==> src/rtl/tape_pkg.sv <==
// Shared constants, state encoding and pulse-count classification for the ZX8x tape saver.
package tape_pkg;

    localparam int unsigned MIN_HIGH   = 64;
    localparam int unsigned GAP_TICKS  = 3250;
    localparam int unsigned IDLE_TICKS = 1625000;

    localparam int unsigned ZERO_MIN = 3;
    localparam int unsigned ZERO_MAX = 5;
    localparam int unsigned ONE_MIN  = 7;
    localparam int unsigned ONE_MAX  = 10;

    localparam int unsigned BUF_DEPTH = 16384;
    localparam int unsigned ADDR_W    = 14;
    // One wider than the address so a completely full buffer can be reported.
    localparam int unsigned SIZE_W    = 15;
    localparam int unsigned PCNT_W    = 4;
    localparam int unsigned TMR_W     = 21;

    typedef enum logic [1:0] {
        ST_IDLE = 2'd0,
        ST_HIGH = 2'd1,
        ST_LOW  = 2'd2,
        ST_GAP  = 2'd3
    } tape_state_e;

    typedef struct packed {
        logic valid;
        logic value;
    } bit_class_t;

    // Map a burst pulse count onto a data bit; counts outside both windows are invalid.
    function automatic bit_class_t bit_class(input logic [PCNT_W-1:0] cnt);
        bit_class_t res;
        res = '{valid: 1'b0, value: 1'b0};
        if (cnt >= PCNT_W'(ZERO_MIN) && cnt <= PCNT_W'(ZERO_MAX)) begin
            res = '{valid: 1'b1, value: 1'b0};
        end else if (cnt >= PCNT_W'(ONE_MIN) && cnt <= PCNT_W'(ONE_MAX)) begin
            res = '{valid: 1'b1, value: 1'b1};
        end
        return res;
    endfunction

endpackage

==> src/rtl/tape_pulse_filter.sv <==
// Synchronises the mic level, detects edges and qualifies high pulses against a minimum width.
module tape_pulse_filter
    import tape_pkg::*;
#(
    parameter int unsigned HIGH_MIN = MIN_HIGH
) (
    input  logic clk_sys,
    input  logic reset_n,
    input  logic i_ce,
    input  logic i_mic,
    output logic o_rise,
    output logic o_pulse,
    output logic o_low
);

    localparam int unsigned HCNT_W = $clog2(HIGH_MIN + 1);

    logic [1:0]        r_sync;
    logic              r_prev;
    logic [HCNT_W-1:0] r_high_cnt;
    logic              r_rise;
    logic              r_pulse;
    logic              r_low;
    logic              w_rise;
    logic              w_fall;
    logic              w_long;

    assign w_rise = r_sync[1] & ~r_prev;
    assign w_fall = ~r_sync[1] & r_prev;
    assign w_long = (r_high_cnt >= HCNT_W'(HIGH_MIN));

    // High-width counter saturates once the pulse is long enough to count.
    always_ff @(posedge clk_sys or negedge reset_n) begin
        if (!reset_n) begin
            r_sync     <= 2'b00;
            r_prev     <= 1'b0;
            r_high_cnt <= '0;
            r_rise     <= 1'b0;
            r_pulse    <= 1'b0;
            r_low      <= 1'b1;
        end else begin
            r_sync  <= {r_sync[0], i_mic};
            r_prev  <= r_sync[1];
            r_rise  <= w_rise;
            r_pulse <= w_fall & w_long;
            r_low   <= ~r_sync[1];
            if (w_rise) begin
                r_high_cnt <= '0;
            end else if (i_ce && r_sync[1] && !w_long) begin
                r_high_cnt <= r_high_cnt + HCNT_W'(1);
            end
        end
    end

    assign o_rise  = r_rise;
    assign o_pulse = r_pulse;
    assign o_low   = r_low;

endmodule

==> src/rtl/tape_saver.sv <==
// ZX8x tape-out capture: pulse bursts -> bits -> bytes written into a save buffer.
// Build option TAPE_SAVER_PFILE_EN drops the leading filename bytes to leave a .p image.
module tape_saver
    import tape_pkg::*;
#(
    parameter int unsigned HIGH_MIN = MIN_HIGH,
    parameter int unsigned GAP_LEN  = GAP_TICKS,
    parameter int unsigned IDLE_LEN = IDLE_TICKS,
    parameter int unsigned DEPTH    = BUF_DEPTH
) (
    input  logic              clk_sys,
    input  logic              reset_n,
    input  logic              ce,
    input  logic              mic,
    input  logic              enable,
    output logic              buf_wr,
    output logic [ADDR_W-1:0] buf_addr,
    output logic [7:0]        buf_data,
    output logic [SIZE_W-1:0] save_size,
    output logic              save_done,
    output logic              busy,
    output logic              overflow,
    output logic              bit_err
);

    tape_state_e       r_state;
    tape_state_e       w_next;
    logic [PCNT_W-1:0] r_pulse_cnt;
    logic [TMR_W-1:0]  r_tmr;
    logic [7:0]        r_shift;
    logic [2:0]        r_bit_cnt;
    logic [SIZE_W-1:0] r_wr_ptr;
    logic              r_buf_wr;
    logic [ADDR_W-1:0] r_buf_addr;
    logic [7:0]        r_buf_data;
    logic [SIZE_W-1:0] r_save_size;
    logic              r_save_done;
    logic              r_busy;
    logic              r_overflow;
    logic              r_bit_err;

    logic       w_rise;
    logic       w_pulse;
    logic       w_low;
    logic       w_gap_exp;
    logic       w_idle_exp;
    logic       w_resolve;
    logic       w_save_start;
    logic       w_save_end;
    logic       w_count;
    logic       w_clear;
    logic       w_byte_done;
    logic       w_full;
    logic       w_keep;
    logic       w_write;
    logic       w_drop;
    logic [7:0] w_byte;
    bit_class_t w_class;

    tape_pulse_filter #(.HIGH_MIN(HIGH_MIN)) u_filter (
        .clk_sys (clk_sys),
        .reset_n (reset_n),
        .i_ce    (ce),
        .i_mic   (mic),
        .o_rise  (w_rise),
        .o_pulse (w_pulse),
        .o_low   (w_low)
    );

    assign w_gap_exp  = ce && (r_tmr == TMR_W'(GAP_LEN - 1));
    assign w_idle_exp = ce && (r_tmr == TMR_W'(IDLE_LEN - 1));

    always_ff @(posedge clk_sys or negedge reset_n) begin
        if (!reset_n) begin
            r_state <= ST_IDLE;
        end else begin
            r_state <= w_next;
        end
    end

    // An edge always takes priority over a timer expiring in the same tick.
    always_comb begin
        w_next = r_state;
        if (!enable) begin
            w_next = ST_IDLE;
        end else begin
            case (r_state)
                ST_IDLE: if (w_rise) w_next = ST_HIGH;
                ST_HIGH: if (w_low) w_next = ST_LOW;
                ST_LOW: begin
                    if (w_rise)         w_next = ST_HIGH;
                    else if (w_gap_exp) w_next = ST_GAP;
                end
                ST_GAP: begin
                    if (w_rise)          w_next = ST_HIGH;
                    else if (w_idle_exp) w_next = ST_IDLE;
                end
                default: w_next = ST_IDLE;
            endcase
        end
    end

    always_comb begin
        w_resolve    = 1'b0;
        w_save_start = 1'b0;
        w_save_end   = 1'b0;
        w_count      = 1'b0;
        if (enable) begin
            case (r_state)
                ST_IDLE: w_save_start = w_rise && (r_wr_ptr == '0);
                ST_HIGH: w_count      = w_pulse;
                ST_LOW:  w_resolve    = !w_rise && w_gap_exp;
                ST_GAP:  w_save_end   = !w_rise && w_idle_exp;
                default: ;
            endcase
        end
    end

    assign w_class     = bit_class(r_pulse_cnt);
    assign w_byte      = {r_shift[6:0], w_class.value};
    assign w_byte_done = w_resolve && w_class.valid && (r_bit_cnt == 3'd7);
    assign w_full      = (r_wr_ptr == SIZE_W'(DEPTH));
    assign w_clear     = (!enable && (r_state != ST_IDLE)) || w_save_end;
    assign w_write     = w_byte_done && w_keep && !w_full;
    assign w_drop      = w_byte_done && w_keep && w_full;

`ifdef TAPE_SAVER_PFILE_EN
    logic r_name_done;

    // Bytes up to and including the one with bit7 set are the filename.
    always_ff @(posedge clk_sys or negedge reset_n) begin
        if (!reset_n) begin
            r_name_done <= 1'b0;
        end else if (w_clear) begin
            r_name_done <= 1'b0;
        end else if (w_byte_done && w_byte[7]) begin
            r_name_done <= 1'b1;
        end
    end

    assign w_keep = r_name_done;
`else
    assign w_keep = 1'b1;
`endif

    always_ff @(posedge clk_sys or negedge reset_n) begin
        if (!reset_n) begin
            r_pulse_cnt <= '0;
            r_tmr       <= '0;
            r_shift     <= '0;
            r_bit_cnt   <= '0;
            r_wr_ptr    <= '0;
            r_buf_wr    <= 1'b0;
            r_buf_addr  <= '0;
            r_buf_data  <= '0;
            r_save_size <= '0;
            r_save_done <= 1'b0;
            r_busy      <= 1'b0;
            r_overflow  <= 1'b0;
            r_bit_err   <= 1'b0;
        end else begin
            r_buf_wr    <= w_write;
            r_save_done <= w_save_end && (r_wr_ptr != '0);
            r_busy      <= (w_next != ST_IDLE);

            if (w_next != r_state) begin
                r_tmr <= '0;
            end else if (ce && (r_state == ST_LOW || r_state == ST_GAP)) begin
                r_tmr <= r_tmr + TMR_W'(1);
            end

            if (w_clear || w_resolve) begin
                r_pulse_cnt <= '0;
            end else if (w_count && (r_pulse_cnt != '1)) begin
                r_pulse_cnt <= r_pulse_cnt + PCNT_W'(1);
            end

            if (w_clear) begin
                r_shift   <= '0;
                r_bit_cnt <= '0;
            end else if (w_resolve && w_class.valid) begin
                r_shift   <= w_byte;
                r_bit_cnt <= r_bit_cnt + 3'd1;
            end

            if (w_clear) begin
                r_wr_ptr <= '0;
            end else if (w_write) begin
                r_wr_ptr <= r_wr_ptr + SIZE_W'(1);
            end

            if (w_write) begin
                r_buf_addr <= r_wr_ptr[ADDR_W-1:0];
                r_buf_data <= w_byte;
            end

            if (w_save_end && (r_wr_ptr != '0)) begin
                r_save_size <= r_wr_ptr;
            end

            if (w_save_start) begin
                r_bit_err  <= 1'b0;
                r_overflow <= 1'b0;
            end else begin
                if (w_resolve && !w_class.valid) r_bit_err  <= 1'b1;
                if (w_drop)                      r_overflow <= 1'b1;
            end
        end
    end

    assign buf_wr    = r_buf_wr;
    assign buf_addr  = r_buf_addr;
    assign buf_data  = r_buf_data;
    assign save_size = r_save_size;
    assign save_done = r_save_done;
    assign busy      = r_busy;
    assign overflow  = r_overflow;
    assign bit_err   = r_bit_err;

endmodule

==> config.mk <==
export PLATFORM = sky130hd
export DESIGN_NAME = tape_saver
export DESIGN_NICKNAME = d
export VERILOG_FILES = /design/src/rtl/tape_pkg.sv /design/src/rtl/tape_pulse_filter.sv /design/src/rtl/tape_saver.sv
export SDC_FILE = /design/constraint.sdc
export NUM_CORES = 1
export LEC_CHECK = 0
export BUFFER_PORTS_ARGS = -buffer_cell sky130_fd_sc_hd__buf_2
export CAP_MARGIN = 0
export CORE_ASPECT_RATIO = 0.5
export CORE_MARGIN = 2
export CORE_UTILIZATION = 59
export CTS_BUF_LIST = sky130_fd_sc_hd__clkbuf_4 sky130_fd_sc_hd__clkbuf_8 sky130_fd_sc_hd__clkbuf_16
export CTS_CLUSTER_DIAMETER = 200
export CTS_CLUSTER_SIZE = 28
export DETAILED_ROUTE_END_ITERATION = 6
export PLACE_DENSITY_LB_ADDON = 0.1
export REMOVE_ABC_BUFFERS = 1
export SYNTH_ARGS = -nofsm -noshare
export SYNTH_HDL_FRONTEND = slang
export SYNTH_HIERARCHICAL = 1
export SYNTH_SLANG_ARGS = --single-unit
==> constraint.sdc <==
create_clock -name clk_sys -period 3.3 [get_ports clk_sys]
set_input_delay 0.495 -clock clk_sys [delete_from_list [all_inputs] [get_ports clk_sys]]
set_output_delay 0.495 -clock clk_sys [all_outputs]
set_load 0.01 [all_outputs]
# After elaboration in Yosys (flattened, before gate mapping)
# Cells that the tools add are included.
# word_totals
word_cells	116
mem_count	0
regBits	107
latchBits	0
out_inout_bits	42
mem_bits_ro	0
mem_bits_rw	0
in_bits	5
# classes
n_div	0
n_bitwise	5
mux	34
n_lt_le_gt_ge	5
reduce_logical	38
shifts	0
n_eq_ne	9
n_mul	0
addsub	5
# op_table
operator	count
21-bit 2-to-1 mux	2
15-bit 2-to-1 mux	2
7-bit 2-to-1 mux	4
21-bit by 1-bit adder with 21-bit output, second input constant	1
21-bit by 12-bit == test with 1-bit output, second input constant	1
21-bit == test, second input constant	1
1-bit logical AND	18
2-bit 2-to-1 mux	9
2-bit nonzero test	9
15-bit by 1-bit adder with 15-bit output, second input constant	1
15-bit == test, second input constant	1
15-bit zero test	1
15-bit nonzero test	1
1-bit 2-to-1 mux	12
4-bit 2-to-1 mux	2
2-bit case mux with 4 select lines	1
7-bit by 1-bit adder with 7-bit output, second input constant	1
7-bit greater-or-equal comparator, second input constant	1
3-bit 2-to-1 mux	2
1-bit zero test	5
4-bit by 1-bit adder with 4-bit output, second input constant	1
2-bit == test, second input constant	2
4-bit by 2-bit greater-or-equal comparator with 1-bit output, second input constant	1
4-bit by 3-bit greater-or-equal comparator with 1-bit output, second input constant	1
11 further kinds	16

# Longest topological paths before layout
# logic_depth
word_depth	10
mapped_depth	9
ltp_nobuf	7

# Modules after synthesis
# Netlist, hierarchy kept.
# by_module_without_submodules
mod	cells_per_inst	seq_area_each_um2	area_per_inst_um2	instances
tape_saver	439	2352.3	4593.2	1
tape_pulse_filter	51	326.6	570.5	1

# Least setup slack after synthesis
# OpenSTA, ideal clock, no wires.
# synth_path
path_type	register -> register
from	register r_state[0]
to	register r_wr_ptr[9]
path_slack_ns	0.615
t_arrival_ns	2.607
required_ns	3.222
path_buffers	2
path_stages_with_launch	8
setup_time_ns	0.078
synth_period_minus_slack_ns	2.685
path_cell_list	dfrtp_1 -> buf_6 -> or4b_4 -> or4_4 -> a211o_1 -> buf_6 -> or4_1 -> a21oi_1
# synth_via
elab_chain_cells	7
elab_cells_between_ends	14
classes_between	eq/ne (2); mux (5); reduce/logical (7)
# synth_rtl
element	line_no	text
start, declared	tape_saver.sv:26	tape_state_e r_state;
start signal, assigned	tape_saver.sv:77	r_state <= w_next;
2-bit == test	tape_saver.sv:109	case (r_state)
1-bit 2-to-1 mux	tape_saver.sv:109	
1-bit 2-to-1 mux	tape_saver.sv:108	if (enable) begin
1-bit logical AND (2 in series)	tape_saver.sv:121	assign w_byte_done = w_resolve && w_class.valid && (r_bit_cnt == 3'd7);
1-bit logical AND	tape_saver.sv:124	assign w_write = w_byte_done && w_keep && !w_full;
2-bit nonzero test (no source line)	n/a	
end signal, assigned	tape_saver.sv:189	r_wr_ptr <= r_wr_ptr + SIZE_W'(1);
end, declared	tape_saver.sv:32	logic [SIZE_W-1:0] r_wr_ptr;
# Several ways; a longest one is shown, not always the timed one.
# A chain may end at the register's enable or synchronous reset.

# Final worst setup path
# layout_path
from	register r_tmr[1]
to	register r_wr_ptr[9]
# layout_via
elab_chain_cells	9
elab_cells_between_ends	16
classes_between	eq/ne (2); mux (5); reduce/logical (9)
# layout_rtl
element	line_no	text
start, declared	tape_saver.sv:29	logic [TMR_W-1:0] r_tmr;
start signal, assigned	tape_saver.sv:169	r_tmr <= r_tmr + TMR_W'(1);
21-bit by 12-bit == test with 1-bit output	tape_saver.sv:70	assign w_gap_exp = ce && (r_tmr == TMR_W'(GAP_LEN - 1));
1-bit logical AND	tape_saver.sv:70	
1-bit logical AND	tape_saver.sv:112	ST_LOW: w_resolve = !w_rise && w_gap_exp;
1-bit 2-to-1 mux	tape_saver.sv:109	
1-bit 2-to-1 mux	tape_saver.sv:108	
1-bit logical AND (2 in series)	tape_saver.sv:121	
1-bit logical AND	tape_saver.sv:124	
2-bit nonzero test (no source line)	n/a	
# Several ways; a longest one is shown, not always the timed one.

==> summary.txt <==
Clocking
  – CTS tree: done
  – Post-CTS Hold Buffers: 0
  – CTS resizes: 0
  – CTS root buf: clkbuf_16
  – Post-CTS Setup Inserts: 0
  – Total CTS buffers: 9
  – Clk buf depth: 2
  – Clk sinks: 107
  – Clock slew at reported path FFs: 0.07 ns
  – H-tree depth: 3
  – Insertion delay to the later sink of the worst-skew pair: 0.34 ns

Drt
  – Max Used Layer: met4
  – DRT iter0 DRCs: 269
  – First-pass DRT Iterations: 4
  – Metal-1 WL: 5.02 mm
  – WL/cell: 15.6 um
  – Met2 wire length: 4.64 mm
  – Post-route ant nets: 0
  – DR vias: 3815
  – # DRC: 0
  – Metal3 WL: 499 um
  – Final WL: 10.2 mm
  – Post-DR vias/cell: 5.83

STA
  – Maximum clock frequency: 340 MHz
  – Count of final hold-check violations: 0
  – Tmin final: 2.94 ns
  – Max_slew headroom: 59.0%
  – Max-slew violations: 0
  – Final period utilization: 89.2%
  – Worst-Margin Slew: 0.610 ns
  – Final setup viols: 0
  – Setup slack after layout: 0.358 ns
  – Final Skew: 0.00776 ns
  – Setup TNS Final: 0 ns
  – RSZ-0062 raised after global routing: no

GRT
  – Tot GR Track Use: 23.9%
  – Vias in the first global route: 3588
  – First-pass GRT wire length: 17.9 mm
  – Initial antenna violation count: 0
  – Grt total ovfl: 0
  – Largest net degree at the start of global routing: 67

Placement
  – Hpwl dp: 7.06 mm
  – Gp weighted congestion: 0.792
  – Placement Cell Area: 0.00552 mm^2
  – Dpl ws: 0.390 ns
  – Cells after DPL: 639
  – I/O Buffers: 46

Setup path
  – Worst-path fanout max: 18
  – Worst r2r src: r_tmr[1]
  – R2R setup slack: 0.36 ns
  – Slowest stage delay, CP: 0.55 ns
  – Kind of critical path: reg -> reg
  – Worst Path Arrival: 3.21 ns
  – Critical Path, Cell by Cell: inv_1 > ha_1 > or4b_4 > or4_4 > a211o_1 > or4_1 > a21oi_1
  – Reg2reg end: r_wr_ptr[9]
  – Startpoint types: flop
  – Critical path origin: r_tmr[1]
  – Critical path destination: r_wr_ptr[9]
  – FF-to-FF path depth: 7
  – Crit-path slowest cell: or4_4
  – CP Capture Type: flop
  – Critical Path RT: 3.57 ns

Die
  – Die X: 136 um
  – Starting Density: 60.1%
  – Full die area: 0.00956 mm^2
  – Top-Level Pins: 47
  – Cell Rows: 24
  – Chip Height: 70.2 um
  – Core area: 0.00859 mm^2

Final layout
  – Post-route insts no fill: 654
  – Synth-to-Final Area Change: 12.7%
  – Finished Cell Area: 0.00582 mm^2
  – Final net count: 550
  – Layout cells sized above 1: 21.4%
  – N_diodes: 0

Synth
  – Post-synthesis cell count: 490
  – Commonest cells in the netlist: 106 x dfrtp_1, 41 x nand2_1, 36 x nor2_1
  – Area fraction of the dominant cell type after synthesis: 51.4%
  – Top FF cell, synth: dfrtp_1
  – FFs w/ async S/R, synth: 100%
  – Average cell area after synthesis: 10.5 um^2
  – Top-count cell post-synth: dfrtp_1
  – Synthesized flop and latch total: 107
  – Post-synth cell types: 58
  – Post-synth EDFFs: 0
  – Ranking of synthesized cells by area: dfrtp_1 51%, mux2_2 7.4%, a21oi_1 3.0%
  – Synth Warn #: 6
  – Syn Std Cell Area: 0.00516 mm^2
  – Seq/Total Area, Yosys: 51.9%
  – Leading area contributor after synthesis: dfrtp_1

Pwr
  – PD cells: 442 mW/mm^2
  – Maximum VDD drop: 253 uV
  – Pleak: 2.77 nW

Run status
  – Status: complete, no violations

Hold path
  – HP Class: in -> async

Run
  – Max-cap violations: 0
layout make-up:
cell class	instances	area [um^2]
clock inverter	6	75.1
inverter	13	48.8
timing repair buffer	57	328
fill	700	2770
sequential	107	2680
tap	117	146
clock buffer	9	225
multi-input combinational	345	2320
metrics by stage:
step / util (%) / power [mW] / hold WS [ns]
after CTS: 67.8 / 2.60 / 0.147
after global routing: 67.8 / 2.67 / 0.178
after global placement: 64.3 / 1.51 / 0.335
after detailed placement: 64.3 / 1.52 / 0.348
after floorplan: - / 1.45 / 0.199
final: 67.8 / 2.57 / 0.138
sequential cells by signal, summed over array words and instances, names as in the netlist:
name	flops
save_size	15
r_state	2
u_filter/r_high_cnt	7
r_bit_cnt	3
buf_addr	14
buf_wr	1
save_done	1
buf_data	8
u_filter/r_sync	2
r_pulse_cnt	4
u_filter/o_low	1
overflow	1
u_filter/o_rise	1
r_shift	7
r_tmr	21
r_wr_ptr	15
u_filter/r_prev	1
bit_err	1
busy	1
u_filter/o_pulse	1
kinds of logic (layout without fill, tap and decap cells):
group                    Yosys count  count (layout)  synth area share, %
adder cells (fa/ha/maj)           12              12                 2.91
AND/OR/NAND/NOR                  190             190                 20.0
flip-flops                       107             107                 51.9
XOR/XNOR                          22              22                 3.73
buffers and inverters             38              85                 3.20
AO/OA/AOI/OAI                     86              86                 10.6
multiplexers                      35              35                 7.61
worst max-delay path: cells and delay by family, from the launching register on:
family          cells  cell delay (ns)
fa+ha+maj           1             0.12
simple gates        3             1.57
compound gates      2             0.68
buf+inv             1             0.07
flops               1             0.42
routing by layer:
metal | GRT usage [%] | vias up
met3 | 5.88 | 9
met1 | 35.4 | 1865
met5 | 0 | -
met2 | 36.0 | 84
met4 | 4.86 | 0
li1 | - | 1857
cells in the final DEF (no fill, tap or decap), types with 5 or more instances in the layout:
cell and n:
dfrtp_1 106, buf_2 45, nand2_1 41, nor2_1 36, mux2_2 34, a21oi_1 31
nand3_1 20, o21ai_0 17, xor2_1 16, nand4_1 15, inv_1 13, ha_1 12
or4_1 11, buf_4 11, and3_1 10, or3_1 10, o31ai_1 9, clkbuf_16 9
nor3_1 7, nor2b_1 6, xnor2_1 6, nand2b_1 5, nor4_1 5, and4_1 5
where the power goes:
| group | switching [mW] | internal, mW |
|---|---|---|
| Combinational | 0.0776 | 0.0422 |
| Clock | 0.488 | 0.595 |
| Sequential | 0.0349 | 1.33 |
| Total | 0.601 | 1.97 |
how the worst min path moves through the flow:
stage | depth (start not counted) | slack (ns) | to
floorplan | 0 | 0.20 | bit_err
global placement | 0 | 0.34 | u_filter/r_sync[1]
detailed placement | 0 | 0.35 | u_filter/r_sync[1]
CTS | 1 | 0.15 | u_filter/r_sync[1]
global route | 1 | 0.18 | r_tmr[7]
finish | 1 | 0.14 | u_filter/r_sync[0]
Power figures use the tool's default switching activity.
